===== src/rtl/mem_arbiter_pkg.sv =====
// Shared definitions for the memory arbiter: FSM encoding and parameter defaults.
package mem_arbiter_pkg;

    localparam int unsigned DEF_WIDTH       = 32;
    localparam int unsigned DEF_MEM_LATENCY = 2;
    localparam int unsigned CNT_W           = 3;

    typedef enum logic [1:0] {
        IDLE  = 2'd0,
        ISSUE = 2'd1,
        WAIT  = 2'd2,
        RESP  = 2'd3
    } state_t;

endpackage


===== src/rtl/mem_arbiter_rr_picker.sv =====
// Combinational round-robin picker: first requester after last_grant, with wrap.
module rr_picker #(
    parameter int unsigned NCORES = 4,
    parameter int unsigned IDX_W  = 2
) (
    input  logic [NCORES-1:0] request,
    input  logic [IDX_W-1:0]  last_grant,
    output logic              valid,
    output logic [IDX_W-1:0]  index
);

    // Offsets are scanned from NCORES down to 1 so the nearest successor wins the last write.
    always_comb begin
        valid = 1'b0;
        index = '0;
        for (int unsigned k = 0; k < NCORES; k++) begin
            if (request[IDX_W'((32'(last_grant) + NCORES - k) % NCORES)]) begin
                valid = 1'b1;
                index = IDX_W'((32'(last_grant) + NCORES - k) % NCORES);
            end
        end
    end

endmodule


===== src/rtl/mem_arbiter.sv =====
// Multi-core arbiter serialising single read/write transactions onto one synchronous RAM.
module mem_arbiter
    import mem_arbiter_pkg::*;
#(
    parameter int unsigned WIDTH       = DEF_WIDTH,
    parameter int unsigned NCORES      = 4,
    parameter int unsigned IDX_W       = 2,
    parameter int unsigned MEM_LATENCY = DEF_MEM_LATENCY
) (
    input  logic                    clk,
    input  logic                    rst_n,
    input  logic [NCORES-1:0]       request,
    input  logic [NCORES-1:0]       wren,
    input  logic [NCORES*WIDTH-1:0] address,
    input  logic [NCORES*WIDTH-1:0] writedata,
    output logic [NCORES-1:0]       response,
    output logic [WIDTH-1:0]        readdata,
    output logic [WIDTH-1:0]        mem_address,
    output logic [WIDTH-1:0]        mem_writedata,
    output logic                    mem_wren,
    input  logic [WIDTH-1:0]        mem_readdata,
    output logic                    busy,
    output logic [IDX_W-1:0]        grant_idx
);

    state_t            state_q, state_d;
    logic [CNT_W-1:0]  cnt_q;
    logic [IDX_W-1:0]  grant_q;
    logic [IDX_W-1:0]  last_q;
    logic              wren_q;
    logic              pick_valid;
    logic [IDX_W-1:0]  pick_idx;

    rr_picker #(
        .NCORES (NCORES),
        .IDX_W  (IDX_W)
    ) u_picker (
        .request    (request),
        .last_grant (last_q),
        .valid      (pick_valid),
        .index      (pick_idx)
    );

    always_ff @(posedge clk or negedge rst_n) begin
        if (!rst_n) state_q <= IDLE;
        else        state_q <= state_d;
    end

    always_comb begin
        state_d = state_q;
        case (state_q)
            IDLE:    if (pick_valid) state_d = ISSUE;
            ISSUE:   state_d = wren_q ? RESP : WAIT;
            WAIT:    if (cnt_q == CNT_W'(1)) state_d = RESP;
            RESP:    state_d = IDLE;
            default: state_d = IDLE;
        endcase
    end

    // The latched address/data registers drive the RAM directly, so they hold between transactions.
    always_ff @(posedge clk or negedge rst_n) begin
        if (!rst_n) begin
            cnt_q         <= '0;
            grant_q       <= '0;
            last_q        <= IDX_W'(NCORES - 1);
            wren_q        <= 1'b0;
            mem_address   <= '0;
            mem_writedata <= '0;
            readdata      <= '0;
        end else begin
            case (state_q)
                IDLE: begin
                    if (pick_valid) begin
                        grant_q       <= pick_idx;
                        wren_q        <= wren[pick_idx];
                        mem_address   <= address[pick_idx*WIDTH +: WIDTH];
                        mem_writedata <= writedata[pick_idx*WIDTH +: WIDTH];
                    end
                end
                ISSUE: begin
                    if (!wren_q) cnt_q <= CNT_W'(MEM_LATENCY);
                end
                WAIT: begin
                    cnt_q <= cnt_q - CNT_W'(1);
                    if (cnt_q == CNT_W'(1)) readdata <= mem_readdata;
                end
                RESP: begin
                    last_q <= grant_q;
                end
                default: ;
            endcase
        end
    end

    assign mem_wren  = (state_q == ISSUE) && wren_q;
    assign busy      = (state_q != IDLE);
    assign grant_idx = grant_q;
    assign response  = (state_q == RESP) ? (NCORES'(1) << grant_q) : '0;

endmodule


===== config.mk =====
export PLATFORM = sky130hd
export DESIGN_NAME = mem_arbiter
export DESIGN_NICKNAME = d
export VERILOG_FILES = /design/src/rtl/mem_arbiter_pkg.sv /design/src/rtl/mem_arbiter_rr_picker.sv /design/src/rtl/mem_arbiter.sv
export SDC_FILE = /design/constraint.sdc
export NUM_CORES = 1
export LEC_CHECK = 0
export ABC_AREA = 1
export CAP_MARGIN = 20
export CORE_AREA = 2 2 157 159
export CTS_BUF_LIST = sky130_fd_sc_hd__clkbuf_8 sky130_fd_sc_hd__clkbuf_16
export DETAILED_ROUTE_END_ITERATION = 10
export DIE_AREA = 0 0 159 161
export PLACE_DENSITY = 0.62
export SLEW_MARGIN = 20
export SYNTH_ARGS = -nofsm -noshare
export SYNTH_HDL_FRONTEND = slang
export SYNTH_SLANG_ARGS = --single-unit

===== constraint.sdc =====
create_clock -name clk -period 3.47 [get_ports clk]
set_input_delay 1.041 -clock clk [delete_from_list [all_inputs] [get_ports clk]]
set_output_delay 1.041 -clock clk [all_outputs]
set_load 0.005 [all_outputs]

* Word level (Yosys, flattened, before mapping)
Cells that the tools add are included.
** Storage, ports and cells
- Memory bits (writable) :: 0
- Bits in registers :: 106
- Logic and storage cells :: 61
- Input bits :: 298
- Memory bits (read-only) :: 0
- Latch bits :: 0
- Output and inout bits :: 104
- Memories kept :: 0
** Cells by class
- Divide/modulo/power cells :: 0
- Equal/unequal tests :: 7
- Bitwise logic cells :: 0
- Mux-type cells :: 25
- Order comparisons :: 5
- Reduce and logical (&&, ||, !) cells :: 8
- Shift operators :: 3
- $mul :: 0
- Add/sub/neg operators :: 5
** Operators with widths (number)
- indexed part select 128 x 8 -> 32 bit :: 2
- less-than comparator 2 x 3 -> 1 bit, second input constant :: 5
- 2-to-1 mux 2 bit :: 6
- binary-select mux 1 bit (select 2 bit) :: 5
- 2-to-1 mux 1 bit :: 10
- case mux 2 bit (4 select lines) :: 1
- AND reduction 2 bit :: 4
- != test 2 bit, second input constant :: 3
- case mux 3 bit (2 select lines) :: 1
- == test 2 bit, second input constant :: 2
- 2-to-1 mux 4 bit :: 1
- nonzero test 2 bit :: 2
- << shifter 1 x 2 -> 4 bit, first input constant :: 1
- subtractor 2 bit, second input constant :: 2
- == test 3 x 1 -> 1 bit, second input constant :: 1
- 2-to-1 mux 3 bit :: 1
- subtractor 3 x 1 -> 3 bit, second input constant :: 1
- adder 2 x 1 -> 2 bit, second input constant :: 1
- == test 2 x 1 -> 1 bit, second input constant :: 1
- logical NOT 2 bit :: 1
- subtractor 2 x 1 -> 2 bit, second input constant :: 1
- logical AND 1 bit :: 1

* Logic depth before layout (Yosys ltp)
- Depth after elaboration :: 9
- Mapped depth :: 16
- Mapped depth without buffers :: 14

* By module
From an unflattened synthesis, not the netlist that was laid out.
** Unflattened totals
- Cell total of the unflattened synthesis :: 1174
- Area, all modules :: 7103.1 um2
** By module, submodules not included
- mem_arbiter :: sequential area each 2655.0 um2, cells each 1123, times used 1, area an instance 6856.6 um2
- rr_picker :: sequential area each 0.0 um2, cells each 51, times used 1, area an instance 246.5 um2

* Least setup slack after synthesis
Ideal clock, no wire load.
- Path type :: input to register
- Start point :: in request[3]
- End point :: reg mem_writedata[13]
- Cell stages on the path :: 13
- Setup time :: 0.117 ns
- Path buffers :: 3
- Data required time :: 3.353 ns
- Arrival :: 2.176 ns
- Setup slack :: 1.176 ns
- Path through :: inv_1 nand2_1 nand3_1 inv_1 nor2_4 nand3_4 nand2_8 inv_4 buf_6 buf_6 buf_6 nand3_1 nand2_1
** Between the ends
- Cells in the longest elaborated chain, start to end :: 7
- Elaborated cells between the ends (all ways) :: 18
- Classes of those cells :: shift (1); mux (16); reduce/logical (1)
** Ends and longest elaborated chain
- from (decl) :: RTL line mem_arbiter.sv:12 : input logic [NCORES-1:0] request,
- binary-select mux 1 bit (select 2 bit) :: RTL line mem_arbiter_rr_picker.sv:17 : if (request[IDX_W'((32'(last_grant) + NCORES - k) % NCORES)]) begin
- 2-to-1 mux 1 bit (not written as such) :: RTL line mem_arbiter_rr_picker.sv:17
- 2-to-1 mux 2 bit or 2-to-1 mux 1 bit (tied branches) (4 in a row) :: RTL line mem_arbiter_rr_picker.sv:17
- indexed part select 128 x 8 -> 32 bit or AND reduction 2 bit (tied branches)
- to (signal assigned) :: RTL line mem_arbiter.sv:77 : mem_writedata <= writedata[pick_idx*WIDTH +: WIDTH];
- to (decl) :: RTL line mem_arbiter.sv:19 : output logic [WIDTH-1:0] mem_writedata,
Parallel ways exist; a longest one is shown, timed or not. The select of a mux whose other input is x is not followed.
A chain may end at the register's enable or synchronous reset.

* Worst setup path in the final report
- Start point :: reg state_q[0]
- End point :: out busy
** Between the ends
- Cells in the longest elaborated chain, start to end :: 1
** Ends and longest elaborated chain
- from (decl) :: RTL line mem_arbiter.sv:26 : state_t state_q, state_d;
- from (signal assigned) :: RTL line mem_arbiter.sv:46 : else state_q <= state_d;
- nonzero test 2 bit :: RTL line mem_arbiter.sv:96 : assign busy = (state_q != IDLE);
- to (decl) :: RTL line mem_arbiter.sv:22 : output logic busy,
Every way passes these cells.

==> results.md <==
* Area Overhead vs Synth at 67.67%
* Htree depth at 3
* Worst setup margin at 0.6195 ns
* Run status: finished, final reports clean
* Drt pass-1 iters at 5
* Pwr per Cell Area at between 900 and 1000 mW/mm^2
* Clock slew at reported path FFs at 0.08 ns
* Design Area, Final at approximately 0.011 sq mm
* Largest net degree at the start of global routing at 104
* Synth cell types at 29
* Period minus WS final at 2.851 ns
* Root buf cell: clkbuf_16
* Iter 0 DRT Violations at 530
* Initial antenna violation count at 5
* Area taken by multi-input logic gates at approximately 0.0035 sq mm
* Total Routing Usage GR at 0.2202
* Hold Slack at 0.4808 ns
* Static leakage at 0.005119 uW
* DR top layer: met5
* Setup TNS at 0 ns
* Min-Delay Path Class: reg -> reg
* Top cells by area, synth: dfrtp_1, nand3_1, nand2_1
* PortBufs at 401
* Critical-path top delay cell: clkdlybuf4s50_1
* Synth Cell Area at approximately 0.0068 sq mm
* Critical Path Start Type: register
* CTS tree: done
* Final Cycle Share at 0.8215
* Wire length on met2 at 14,060 microns
* Peak Freq at ~350 MHz
* Worst Path Buf+Inv at 3
* Layout cell share with drive strength beyond 1 at 0.06910
* Via count at 7,780
* Initial Util at 0.2823
* Yosys reg bits at 106
* Final Wtd Congestion at 0.8758
* DP HPWL at 21,490 microns
* Most frequent CP cell: inv_1
* CTS buffer count at 9
* Post-layout nets at approximately 1,600
* Clk Latency, worst-skew pair at 0.35 ns
* Vias per cell at 4.729
* Final Max Slew Viols at 0
* Global-route wire length before repair at 44,140 microns
* Final setup vio count at 0
* # fillers at ~2,400
* Vias in the first global route at between 7,000 and 8,000
* YS warnings at 0
* Die height at 161 microns
* Peak supply drop at about 680 uV
* Clk sinks at 106
* Max_cap viols at 0
* Metal3 WL at about 2700 microns
* M1 WL at 11,120 microns
* Worst EP required at 2.43 ns
* Worst Path Arrival at 1.81 ns
* WL final at approximately 29,000 microns
* Worst-margin pin slew at 0.6733 ns
* Top cell type's share of synthesized area at 0.3847
* Clock buffer depth at 2
* Area post-placement at 0.01103 sq mm
* Largest delay contributor family on the critical path: buffers and inverters
* Crit-path cells: inv_1, ha_1, inv_1, clkdlybuf4s50_1
* Routed len/inst at 17.55 microns
* Post-cts sizing count at 0
* GR Overflow Total at 0
* Hold buffer count at CTS at 0
* Largest stage delay, worst path at between 0.5 and 0.6 ns
* Die ar. at roughly 0.026 sq mm
* Ports at 402
* Mean Syn Cell Area at 7.151 sq um
* Critical Path Sink Type: output port
* Yosys top cell by area: dfrtp_1
* Rel. slew slack at 0.5512
* Post-DRT Antenna Nets at 0
* Sequential area share after synthesis at 0.3925
* Die X at 159 microns
* DRC viols at 0
* Place WS at 0.2830 ns
* Num rows at 57
* Final hold vios at 0
* Clock Skews at 0.01503 ns
* Mapped Cells at 946
* CORE AREA at roughly 0.024 sq mm
* Critical Path Fanout Max at 4
* Storage element area at 0.002655 sq mm
* RSZ-0062 raised after global routing: no
* Crit Path Class: reg -> out
* Post-Syn Nets at around 1,300
* Post-CTS Setup Inserts at 0
-- layout make-up --
cell class / count / area share
sequential: 106 / 0.2341
inverter: 51 / 0.01732
tap: 324 / 0.03574
antenna: 4 / 0.0008824
timing repair buffer: 420 / 0.3750
clock buffer: 9 / 0.01985
multi-input combinational: 724 / 0.3103
clock inverter: 7 / 0.006839
-- per-stage QoR --
step | total power [uW] | utilization | cells
2_1_floorplan | 6721 | - | 946
3_3_place_gp | 9543 | 0.4603 | 1625
3_5_place_dp | 9649 | 0.4603 | 1625
4_1_cts | 10760 | 0.4730 | 1641
5_1_grt | 11610 | 0.4734 | 1645
6_report | 10620 | 0.4734 | 1645
-- cell families after synthesis --
kind of cell	share of synthesized area
AO/OA/AOI/OAI	0.01128
XOR/XNOR	0.001295
adder cells (fa/ha/maj)	0.01110
buffers and inverters	0.08988
flip-flops	0.3925
multiplexers	0.05326
AND/OR/NAND/NOR	0.4407
-- registers in the layout (all words and copies together) (netlist names) --
register,flops
grant_idx,2
mem_address,32
last_q,2
cnt_q,3
wren_q,1
readdata,32
state_q,2
mem_writedata,32
-- where the power goes --
group | total (uW) | internal (uW) | switching, uW | leakage (uW)
registers | 2280 | 1900 | 375 | 0.00124
clock network | 1070 | 567 | 503 | 0.000145
logic | 7270 | 3160 | 4110 | 0.00373
-- worst min-delay path, cell delays in order (launching register included) --
cell	delay, ns
dfrtp_1	0.34
nand2_1	0.05
nand2_1	0.06
-- routing by layer --
metal  GRT usage  vias to the layer above
met5           0                        -
met4     0.09008                        2
met3     0.07473                       57
met2      0.3810                      375
met1      0.2500                     3556
li1            -                     3790
-- Yosys cell counts (all sizes together) --
library cell and count:
mux2 32, ha 6, nand3 253, dfstp 2
a21oi 3, clkbuf 10, inv 51, nor2 92
or2 27, a31oi 1, o21ai 11, xor2 1
buf 55, dfrtp 104, nand2 298
-- path summary, 6_finish.rpt --
kind / start / end / slack [ns] / cells after the start
setup / recovery: state_q[0]$_DFFE_PN0P_ / busy / 0.62 / 4
hold / removal: mem_address[11]$_DFFE_PN0P_ / mem_address[11]$_DFFE_PN0P_ / 0.48 / 2
setup reg to reg: last_q[0]$_DFFE_PN1P_ / mem_writedata[29]$_DFFE_PN0P_ / 1.15 / 15
hold reg to reg: mem_address[11]$_DFFE_PN0P_ / mem_address[11]$_DFFE_PN0P_ / 0.48 / 2
max in group asynchronous: rst_n / mem_address[18]$_DFFE_PN0P_ / 1.94 / 2
min in group asynchronous: rst_n / mem_writedata[31]$_DFFE_PN0P_ / 0.72 / 1
-- placed cells by master, fill, tap and decap left out, drive strengths merged --
cell	synthesis	final
clkdlybuf4s50	0	400
nand2	298	298
nand3	253	253
dfrtp	104	104
nor2	92	92
inv	51	54
mux2	32	32
or2	27	27
buf	55	20
o21ai	11	11
clkbuf	10	9
ha	6	6
diode	0	4
a21oi	3	3
clkinvlp	0	2
dfstp	2	2
a31oi	1	1
xor2	1	1
bufinv	0	1
clkinv	0	1
Note: power is estimated with default switching activity, not from simulation.
